## config.mk

```make
export PLATFORM = sky130hd
export DESIGN_NAME = pc_sequencer_flat
export DESIGN_NICKNAME = d
export VERILOG_FILES = /design/src/rtl/pc_sequencer_if.sv /design/src/rtl/pc_sequencer.sv /design/src/flat_wrapper.sv
export SDC_FILE = /design/constraint.sdc
export NUM_CORES = 1
export LEC_CHECK = 0
export ABC_AREA = 1
export CAP_MARGIN = 30
export CORE_AREA = 2 2 59 61
export DETAILED_ROUTE_END_ITERATION = 8
export DIE_AREA = 0 0 61 63
export PLACE_DENSITY = 0.84
export SKIP_CTS_REPAIR_TIMING = 1
export SLEW_MARGIN = 20
export SYNTH_ARGS = -nofsm -noshare
export SYNTH_HDL_FRONTEND = slang
export SYNTH_SLANG_ARGS = --single-unit
```

## constraint.sdc

```tcl
create_clock -name clk -period 2.01 [get_ports clk]
set_input_delay 0.402 -clock clk [delete_from_list [all_inputs] [get_ports clk]]
set_output_delay 0.402 -clock clk [all_outputs]
set_load 0.01 [all_outputs]
```

## src/rtl/pc_sequencer_if.sv

```systemverilog
// Control bundle between the picoMIPS sequencer and the rest of the core.
// master: the sequencer (samples status, drives strobes).
// slave: the datapath side (instruction memory, PC, register file, multiplier).
interface pc_sequencer_if #(
    parameter int unsigned OPCODE_WIDTH = 4,
    parameter int unsigned RETIRE_WIDTH = 16
);
    // Status into the sequencer
    logic                    run;
    logic [OPCODE_WIDTH-1:0] opcode;
    logic                    zero_flag;
    logic                    mul_done;
    logic                    btn;

    // Control strobes out of the sequencer
    logic                    ir_load;
    logic                    PC_incr;
    logic                    PC_rel_branch;
    logic                    PC_abs_branch;
    logic                    wb_en;
    logic                    mul_start;
    logic                    in_sel;
    logic                    halted;
    logic                    illegal;
    logic [RETIRE_WIDTH-1:0] retired_count;

    modport master (
        input  run, opcode, zero_flag, mul_done, btn,
        output ir_load, PC_incr, PC_rel_branch, PC_abs_branch, wb_en, mul_start,
               in_sel, halted, illegal, retired_count
    );

    modport slave (
        output run, opcode, zero_flag, mul_done, btn,
        input  ir_load, PC_incr, PC_rel_branch, PC_abs_branch, wb_en, mul_start,
               in_sel, halted, illegal, retired_count
    );
endinterface

```

## src/rtl/pc_sequencer.sv

```systemverilog
// Multi-cycle control FSM for the picoMIPS core: fetch, decode and drive the PC,
// writeback, multiplier and input-button sequencing. Strobes are combinational
// from the current state and the latched opcode/flags; the PC acts on them at
// the next clock edge.
module pc_sequencer #(
    parameter int unsigned OPCODE_WIDTH = 4,
    parameter int unsigned RETIRE_WIDTH = 16
) (
    input  logic           clk,
    input  logic           reset,
    pc_sequencer_if.master bus
);

    localparam logic [OPCODE_WIDTH-1:0] OpNop  = OPCODE_WIDTH'(0);
    localparam logic [OPCODE_WIDTH-1:0] OpAdd  = OPCODE_WIDTH'(1);
    localparam logic [OPCODE_WIDTH-1:0] OpAddi = OPCODE_WIDTH'(2);
    localparam logic [OPCODE_WIDTH-1:0] OpMul  = OPCODE_WIDTH'(3);
    localparam logic [OPCODE_WIDTH-1:0] OpBeq  = OPCODE_WIDTH'(4);
    localparam logic [OPCODE_WIDTH-1:0] OpBne  = OPCODE_WIDTH'(5);
    localparam logic [OPCODE_WIDTH-1:0] OpJmp  = OPCODE_WIDTH'(6);
    localparam logic [OPCODE_WIDTH-1:0] OpIn   = OPCODE_WIDTH'(7);
    localparam logic [OPCODE_WIDTH-1:0] OpHalt = OPCODE_WIDTH'(8);

    typedef enum logic [2:0] {
        StFetch,
        StExec,
        StMulWait,
        StInPress,
        StInRelease,
        StHalt
    } state_e;

    state_e                  state_q, state_d;
    logic [OPCODE_WIDTH-1:0] ir_q;
    logic [RETIRE_WIDTH-1:0] retired_q;

    logic ir_load;
    logic pc_incr;
    logic pc_rel;
    logic pc_abs;
    logic wb_en;
    logic mul_start;
    logic in_sel;
    logic illegal;

    // Next-state and strobe decode from the current state and latched opcode
    always_comb begin
        state_d   = state_q;
        ir_load   = 1'b0;
        pc_incr   = 1'b0;
        pc_rel    = 1'b0;
        pc_abs    = 1'b0;
        wb_en     = 1'b0;
        mul_start = 1'b0;
        in_sel    = 1'b0;
        illegal   = 1'b0;

        unique case (state_q)
            StFetch: begin
                // Reset parks the FSM here; keep ir_load quiet while it is held.
                if (bus.run && !reset) begin
                    ir_load = 1'b1;
                    state_d = StExec;
                end
            end

            StExec: begin
                state_d = StFetch;
                case (ir_q)
                    OpNop: pc_incr = 1'b1;
                    OpAdd, OpAddi: begin
                        wb_en   = 1'b1;
                        pc_incr = 1'b1;
                    end
                    OpMul: begin
                        // mul_done in this cycle is deliberately not looked at.
                        mul_start = 1'b1;
                        state_d   = StMulWait;
                    end
                    OpBeq: begin
                        if (bus.zero_flag) pc_rel = 1'b1;
                        else               pc_incr = 1'b1;
                    end
                    OpBne: begin
                        if (bus.zero_flag) pc_incr = 1'b1;
                        else               pc_rel = 1'b1;
                    end
                    OpJmp:  pc_abs  = 1'b1;
                    OpIn:   state_d = StInPress;
                    OpHalt: state_d = StHalt;
                    default: begin
                        // Undefined opcodes behave as NOP but are flagged.
                        illegal = 1'b1;
                        pc_incr = 1'b1;
                    end
                endcase
            end

            StMulWait: begin
                if (bus.mul_done) begin
                    wb_en   = 1'b1;
                    pc_incr = 1'b1;
                    state_d = StFetch;
                end
            end

            StInPress: begin
                if (bus.btn) state_d = StInRelease;
            end

            StInRelease: begin
                // Commit the switch value on the release edge of the button.
                if (!bus.btn) begin
                    wb_en   = 1'b1;
                    in_sel  = 1'b1;
                    pc_incr = 1'b1;
                    state_d = StFetch;
                end
            end

            StHalt: begin
                state_d = StHalt;
            end

            default: state_d = StFetch;
        endcase
    end

    // FSM state and instruction register; IR captures the opcode on fetch
    always_ff @(posedge clk or posedge reset) begin
        if (reset) begin
            state_q <= StFetch;
            ir_q    <= '0;
        end else begin
            state_q <= state_d;
            if (ir_load) ir_q <= bus.opcode;
        end
    end

    // Retired-instruction counter: one count per PC strobe, wraps naturally
    always_ff @(posedge clk or posedge reset) begin
        if (reset) begin
            retired_q <= '0;
        end else if (pc_incr || pc_rel || pc_abs) begin
            retired_q <= retired_q + RETIRE_WIDTH'(1);
        end
    end

    assign bus.ir_load       = ir_load;
    assign bus.PC_incr       = pc_incr;
    assign bus.PC_rel_branch = pc_rel;
    assign bus.PC_abs_branch = pc_abs;
    assign bus.wb_en         = wb_en;
    assign bus.mul_start     = mul_start;
    assign bus.in_sel        = in_sel;
    assign bus.illegal       = illegal;
    assign bus.halted        = (state_q == StHalt);
    assign bus.retired_count = retired_q;

endmodule

```

## src/flat_wrapper.sv

```systemverilog
// flat-port wrapper written by rule: the top's interface ports become plain ports
module pc_sequencer_flat 
#(
    parameter int unsigned OPCODE_WIDTH = 4,
    parameter int unsigned RETIRE_WIDTH = 16
)
  (clk, reset, bus_run, bus_opcode, bus_zero_flag, bus_mul_done, bus_btn, bus_ir_load, bus_PC_incr, bus_PC_rel_branch, bus_PC_abs_branch, bus_wb_en, bus_mul_start, bus_in_sel, bus_halted, bus_illegal, bus_retired_count);
  pc_sequencer_if #(.OPCODE_WIDTH(OPCODE_WIDTH), .RETIRE_WIDTH(RETIRE_WIDTH)) bus_i ();
  input  logic clk;
  input  logic reset;
  input wire logic [$bits(bus_i.run)-1:0] bus_run;
  input wire logic [$bits(bus_i.opcode)-1:0] bus_opcode;
  input wire logic [$bits(bus_i.zero_flag)-1:0] bus_zero_flag;
  input wire logic [$bits(bus_i.mul_done)-1:0] bus_mul_done;
  input wire logic [$bits(bus_i.btn)-1:0] bus_btn;
  output wire logic [$bits(bus_i.ir_load)-1:0] bus_ir_load;
  output wire logic [$bits(bus_i.PC_incr)-1:0] bus_PC_incr;
  output wire logic [$bits(bus_i.PC_rel_branch)-1:0] bus_PC_rel_branch;
  output wire logic [$bits(bus_i.PC_abs_branch)-1:0] bus_PC_abs_branch;
  output wire logic [$bits(bus_i.wb_en)-1:0] bus_wb_en;
  output wire logic [$bits(bus_i.mul_start)-1:0] bus_mul_start;
  output wire logic [$bits(bus_i.in_sel)-1:0] bus_in_sel;
  output wire logic [$bits(bus_i.halted)-1:0] bus_halted;
  output wire logic [$bits(bus_i.illegal)-1:0] bus_illegal;
  output wire logic [$bits(bus_i.retired_count)-1:0] bus_retired_count;
  assign bus_i.run = bus_run;
  assign bus_i.opcode = bus_opcode;
  assign bus_i.zero_flag = bus_zero_flag;
  assign bus_i.mul_done = bus_mul_done;
  assign bus_i.btn = bus_btn;
  assign bus_ir_load = bus_i.ir_load;
  assign bus_PC_incr = bus_i.PC_incr;
  assign bus_PC_rel_branch = bus_i.PC_rel_branch;
  assign bus_PC_abs_branch = bus_i.PC_abs_branch;
  assign bus_wb_en = bus_i.wb_en;
  assign bus_mul_start = bus_i.mul_start;
  assign bus_in_sel = bus_i.in_sel;
  assign bus_halted = bus_i.halted;
  assign bus_illegal = bus_i.illegal;
  assign bus_retired_count = bus_i.retired_count;
  pc_sequencer #(.OPCODE_WIDTH(OPCODE_WIDTH), .RETIRE_WIDTH(RETIRE_WIDTH)) u_core (.clk(clk), .reset(reset), .bus(bus_i));
endmodule
```

==> Word level (Yosys, flattened, before mapping) <==
Index checks and enable logic that the tools add are counted.
{ "totals": {"reg_bits": 23, "latch_bits": 0, "ramBits": 0, "rom_bits": 0, "output_inout_bits": 25, "mem_count": 0} }
{ "classes": {"add_sub_neg": 1, "n_mul": 0, "n_div": 0, "order_cmp": 0, "n_eq_ne": 17, "n_shift": 0, "mux": 25, "n_bitwise": 0, "reduce_logical": 10} }
{ "op_table": {"columns": ["cell", "n"], "rows": [
  ["$pmux W3 S6", 1],
  ["$add A16 B1 Y16 const B", 1],
  ["$eq A4 B3 Y1 const B", 4],
  ["$mux W1", 15],
  ["$mux W3", 4],
  ["$pmux W1 S3", 3],
  ["$pmux W3 S3", 1],
  ["$reduce_or A9 Y1", 1],
  ["$eq A4 B2 Y1 const B", 2],
  ["$eq A3 B2 Y1 const B", 2],
  ["$eq A3 B3 Y1 const B", 2],
  ["$ne A2 B2 Y1 const B", 3],
  ["$eq A4 B1 Y1 const B", 1],
  ["$eq A4 B4 Y1 const B", 1],
  ["$logic_not A4 Y1", 1],
  ["$reduce_and A4 Y1", 1],
  ["$reduce_or A4 Y1", 1],
  ["$eq A3 B1 Y1 const B", 1],
  ["$logic_not A3 Y1", 1],
  ["$logic_or A1 B1 Y1", 2],
  ["$ne A2 B1 Y1 const B", 1],
  ["$pmux W1 S2", 1],
  ["$reduce_or A2 Y1", 1],
  ["$logic_and A1 B1 Y1", 1],
  ["$logic_not A1 Y1", 1]
]} }

==> Longest topological paths before layout <==
Gate-level depths: netlist (run 1).
{ "logic_depth": {"ltp_word": 6, "mapped_depth": 11} }

==> Least setup slack after synthesis (run 1) <==
Ideal clock, no wire load.
{ "synth_timing": {"path_kind": "input to output", "startpoint": "input reset", "endpoint": "output bus_ir_load", "arrival_time_ns": 1.270, "required_time_ns": 1.608, "setup_slack_ns": 0.338, "stages": 3, "n_path_buf": 0, "path_cell_list": "inv_1 nand3_1 inv_2"} }
{ "synth_between": {"elab_chain_cells": 4} }
{ "synth_rtl": {"columns": ["element", "line", "rtl"], "rows": [
  ["from (decl)", "flat_wrapper.sv:10", "input logic reset;"],
  ["$logic_not A1 Y1 (no source line)", null, null],
  ["$logic_and A1 B1 Y1", "pc_sequencer.sv:61", "if (bus.run && !reset) begin"],
  ["$mux W1", "pc_sequencer.sv:61", null],
  ["$mux W1", "pc_sequencer.sv:58", "unique case (state_q)"],
  ["to (decl)", "flat_wrapper.sv:16", "output wire logic [$bits(bus_i.ir_load)-1:0] bus_ir_load;"]
]} }
Every way passes these cells.

==> Final worst setup path (run 1) <==
{ "layout_timing": {"startpoint": "register u_core.ir_q[1]", "endpoint": "output bus_PC_incr"} }
{ "layout_between": {"elab_chain_cells": 4} }
{ "layout_rtl": {"columns": ["element", "line", "rtl"], "rows": [
  ["from (decl)", "pc_sequencer.sv:34", "logic [OPCODE_WIDTH-1:0] ir_q;"],
  ["from (signal assigned)", "pc_sequencer.sv:136", "if (ir_load) ir_q <= bus.opcode;"],
  ["$eq A4 B2 Y1 (tied with other cells)", "pc_sequencer.sv:69", "case (ir_q)"],
  ["$reduce_or A4 Y1 (no source line)", null, null],
  ["$pmux W1 S3 (*)", "pc_sequencer.sv:69", null],
  ["$pmux W1 S3 (*)", "pc_sequencer.sv:58", null],
  ["to (decl)", "flat_wrapper.sv:17", "output wire logic [$bits(bus_i.PC_incr)-1:0] bus_PC_incr;"]
]} }
Every way passes the cells marked *; elsewhere a longest branch is shown, timed or not.

==> results.ini, run 1 <==
[yosys]
synth_top_area_share_pct=36.8
synthTopCellsByArea=dfrtp_1, nand2_1, nand4_1
yosysMostFrequentCell=nand2_1
synth_top_cell_by_area=dfrtp_1
synth_cells=216
synth-edff-count=0
synth_ff_type=dfrtp_1
netlist_top_cells_count=nand2_1, dfrtp_1, inv_1
synth_warnings=0
syn_avg_cell_area_um2=7.23
synth-async-reset-ratio_pct=100
synthDistinctLibCells=27
syn_area_mm2=0.00156
ys_ff_latch=23
syn-num-nets=227
yosysSeqAreaShare_pct=36.8

[sta]
fin_worst_skew_ns=0.00753
finalMaxSlewViolations=0
finalHoldViolCount=0
slew_headroom_pct=68.7
fin_ws_ns=0.0956
worst_pin_slew_ns=0.466
finalSetupViolations=0
min_period_ns=1.91
clock.fmax_ghz=0.522
rsz0062_at_grt=true
post-route-period-util_pct=95.2

[pwr]
p_per_area_mw_per_mm2=1110
p_leak_nw=1.10
fin_total_pwr_w=0.00228
ir_drop_mv=0.648

[global_route]
track_usage_pct=21.0
grt_first_pass_wirelength_um=6370
grt_max_degree=24
grt_pass1_vias=1498
antenna_found_initial=0
overflow=0

[floorplanning]
num_io_pins=35
num_rows=21
start_util_pct=48.4
core_area_mm2=0.00323
die_y_um=63
die_x_um=61
dieArea_mm2=0.00384

[worst_setup_path]
required_ns=1.61
critPathKind=reg -> out
cp_top_family=simple AND/OR/NAND/NOR gates
slowest_stage=dfrtp_2
worst-path-buf-inv=1
critPathMaxFanout=5
startpoint_type=register
critPathArrivalTime_ns=1.51
crit_path_end_kind=output pin
cpPeakStageDelay_ns=0.46
path_cells=nor2_2 -> nand3_1 -> nand3_2 -> nand2_2 -> nand2_4 -> nand2_1 -> dlymetal6s2s_1

[clock_network]
h-tree-depth=1
path_clk_slew_ns=0.14
cts-buffers-inserted=3
insertion_delay_ns=0.31
cts_tree=yes
clock-sinks=23
cts_root_buffer=clkbuf_4
clockBufferDepth=2

[routing]
ant_nets=0
drt_iter0_markers=118
remaining_drc_errors=0
viasPerCell=5.08
drt_pass1_iterations=6
route.vias.total=1554
wirelength_um=3660
post_drt_wl_per_cell_um=12.0

[placed_design]
dp_hpwl_um=2700
pre_cts_ws_ns=-0.228
finalWeightedCongestion=0.853
place.port_buffers=34

[layout]
fin_nets=272
post-route-util_pct=63.7
area_growth_pct=31.8
diodes=0
drive_gt1_share_pct=15.8

[outcome]
status=completed

[flow_run]
cap_violations=0

[worst_hold_path]
hp-class=in -> async

[cells by family after synthesis]
logic type                 synth area share [%]
DFF                                        36.8
adders and majority gates                 0.801
buffers and inverters                      8.97
AOI/OAI and AO/OA                          4.40
xor gates and xnor gates                   7.29
and+or+nand+nor                            41.7
[per-layer routing]
| metal | up-vias | global-route usage, % | routed length, um |
|---|---|---|---|
| met5 | - | 0 | 0 |
| met4 | 0 | 5.71 | 57 |
| met3 | 8 | 2.90 | 109 |
| met2 | 36 | 35.3 | 1860 |
| met1 | 728 | 27.6 | 1630 |
| li1 | 782 | - | - |
[final timing paths]
check                                        startpoint                      endpoint  slack (ns)  cells past startpoint
setup / recovery                         u_core.ir_q[1]                   bus_PC_incr         0.1                      7
hold / removal                                    reset             u_core.state_q[0]        0.56                      4
setup reg to reg                         u_core.ir_q[1]   u_core.bus.retired_count[4]        0.29                      9
hold reg to reg            u_core.bus.retired_count[13]  u_core.bus.retired_count[13]        0.58                      2
max in group asynchronous                         reset                u_core.ir_q[1]        1.21                      4
min in group clk           u_core.bus.retired_count[13]  u_core.bus.retired_count[13]        0.58                      2
[layout by cell type, fill, tap and decap left out]
master and n:
a211oi_1 1, a31oi_1 1, buf_4 10, clkbuf_1 1
clkbuf_2 1, clkbuf_4 3, clkdlybuf4s50_1 25, clkinv_1 1
dfrtp_1 22, dfrtp_2 1, dlymetal6s2s_1 8, ha_1 1
inv_1 20, inv_2 6, inv_4 1, nand2_1 66
nand2_2 7, nand2_4 1, nand3_1 11, nand3_2 3
nand3_4 1, nand4_1 17, nor2_1 15, nor2_2 3
nor2_4 2, nor3_1 8, nor3_2 1, o211ai_1 1
o21ai_0 7, o22ai_1 1, o22ai_2 1, xnor2_1 4
xor2_1 9
[cell type report]
class	count	area, um2
multi-input combinational	161	861
timing repair buffer	44	430
inverter	28	108
fill	291	1170
clock buffer	4	26.3
tap	46	57.6
sequential	23	577
[report_power, final]
group / internal, W / total [W] / leakage, nW / switching [W]
clock: 0.0000774 / 0.000222 / 0.0150 / 0.000145
sequential: 0.000577 / 0.000716 / 0.306 / 0.000139
combinational: 0.000533 / 0.00134 / 0.779 / 0.000812
total: 0.00119 / 0.00228 / 1.10 / 0.00110
[state kept, by name, summed over array words and instances (netlist names)]
register                  cells
u_core.ir_q                   4
u_core.state_q                3
u_core.bus.retired_count     16
[per-stage QoR]
stage               instance area [um2]  hold slack [ns]  std cells  TNS (ns)
CTS                                2020            0.578        305     -1.91
floorplan                          1560            0.421        216         0
detailed placement                 2000            0.550        301    -0.541
finish                             2060            0.557        306         0
global placement                   2000            0.541        301    -0.567
global route                       2060            0.609        306   -0.0143
[tightest hold or removal path, delay by kind of cell]
| family | cells | cell delay, ns |
|---|---|---|
| buffers and inverters | 4 | 0.87 |
Power figures use the tool's default switching activity.
==> run 2: changes to the inputs <==
Settings changed: CAP_MARGIN 30 to default.
==> results of run 2 <==
Final layout, timing and power as in run 1 (identical DEF).
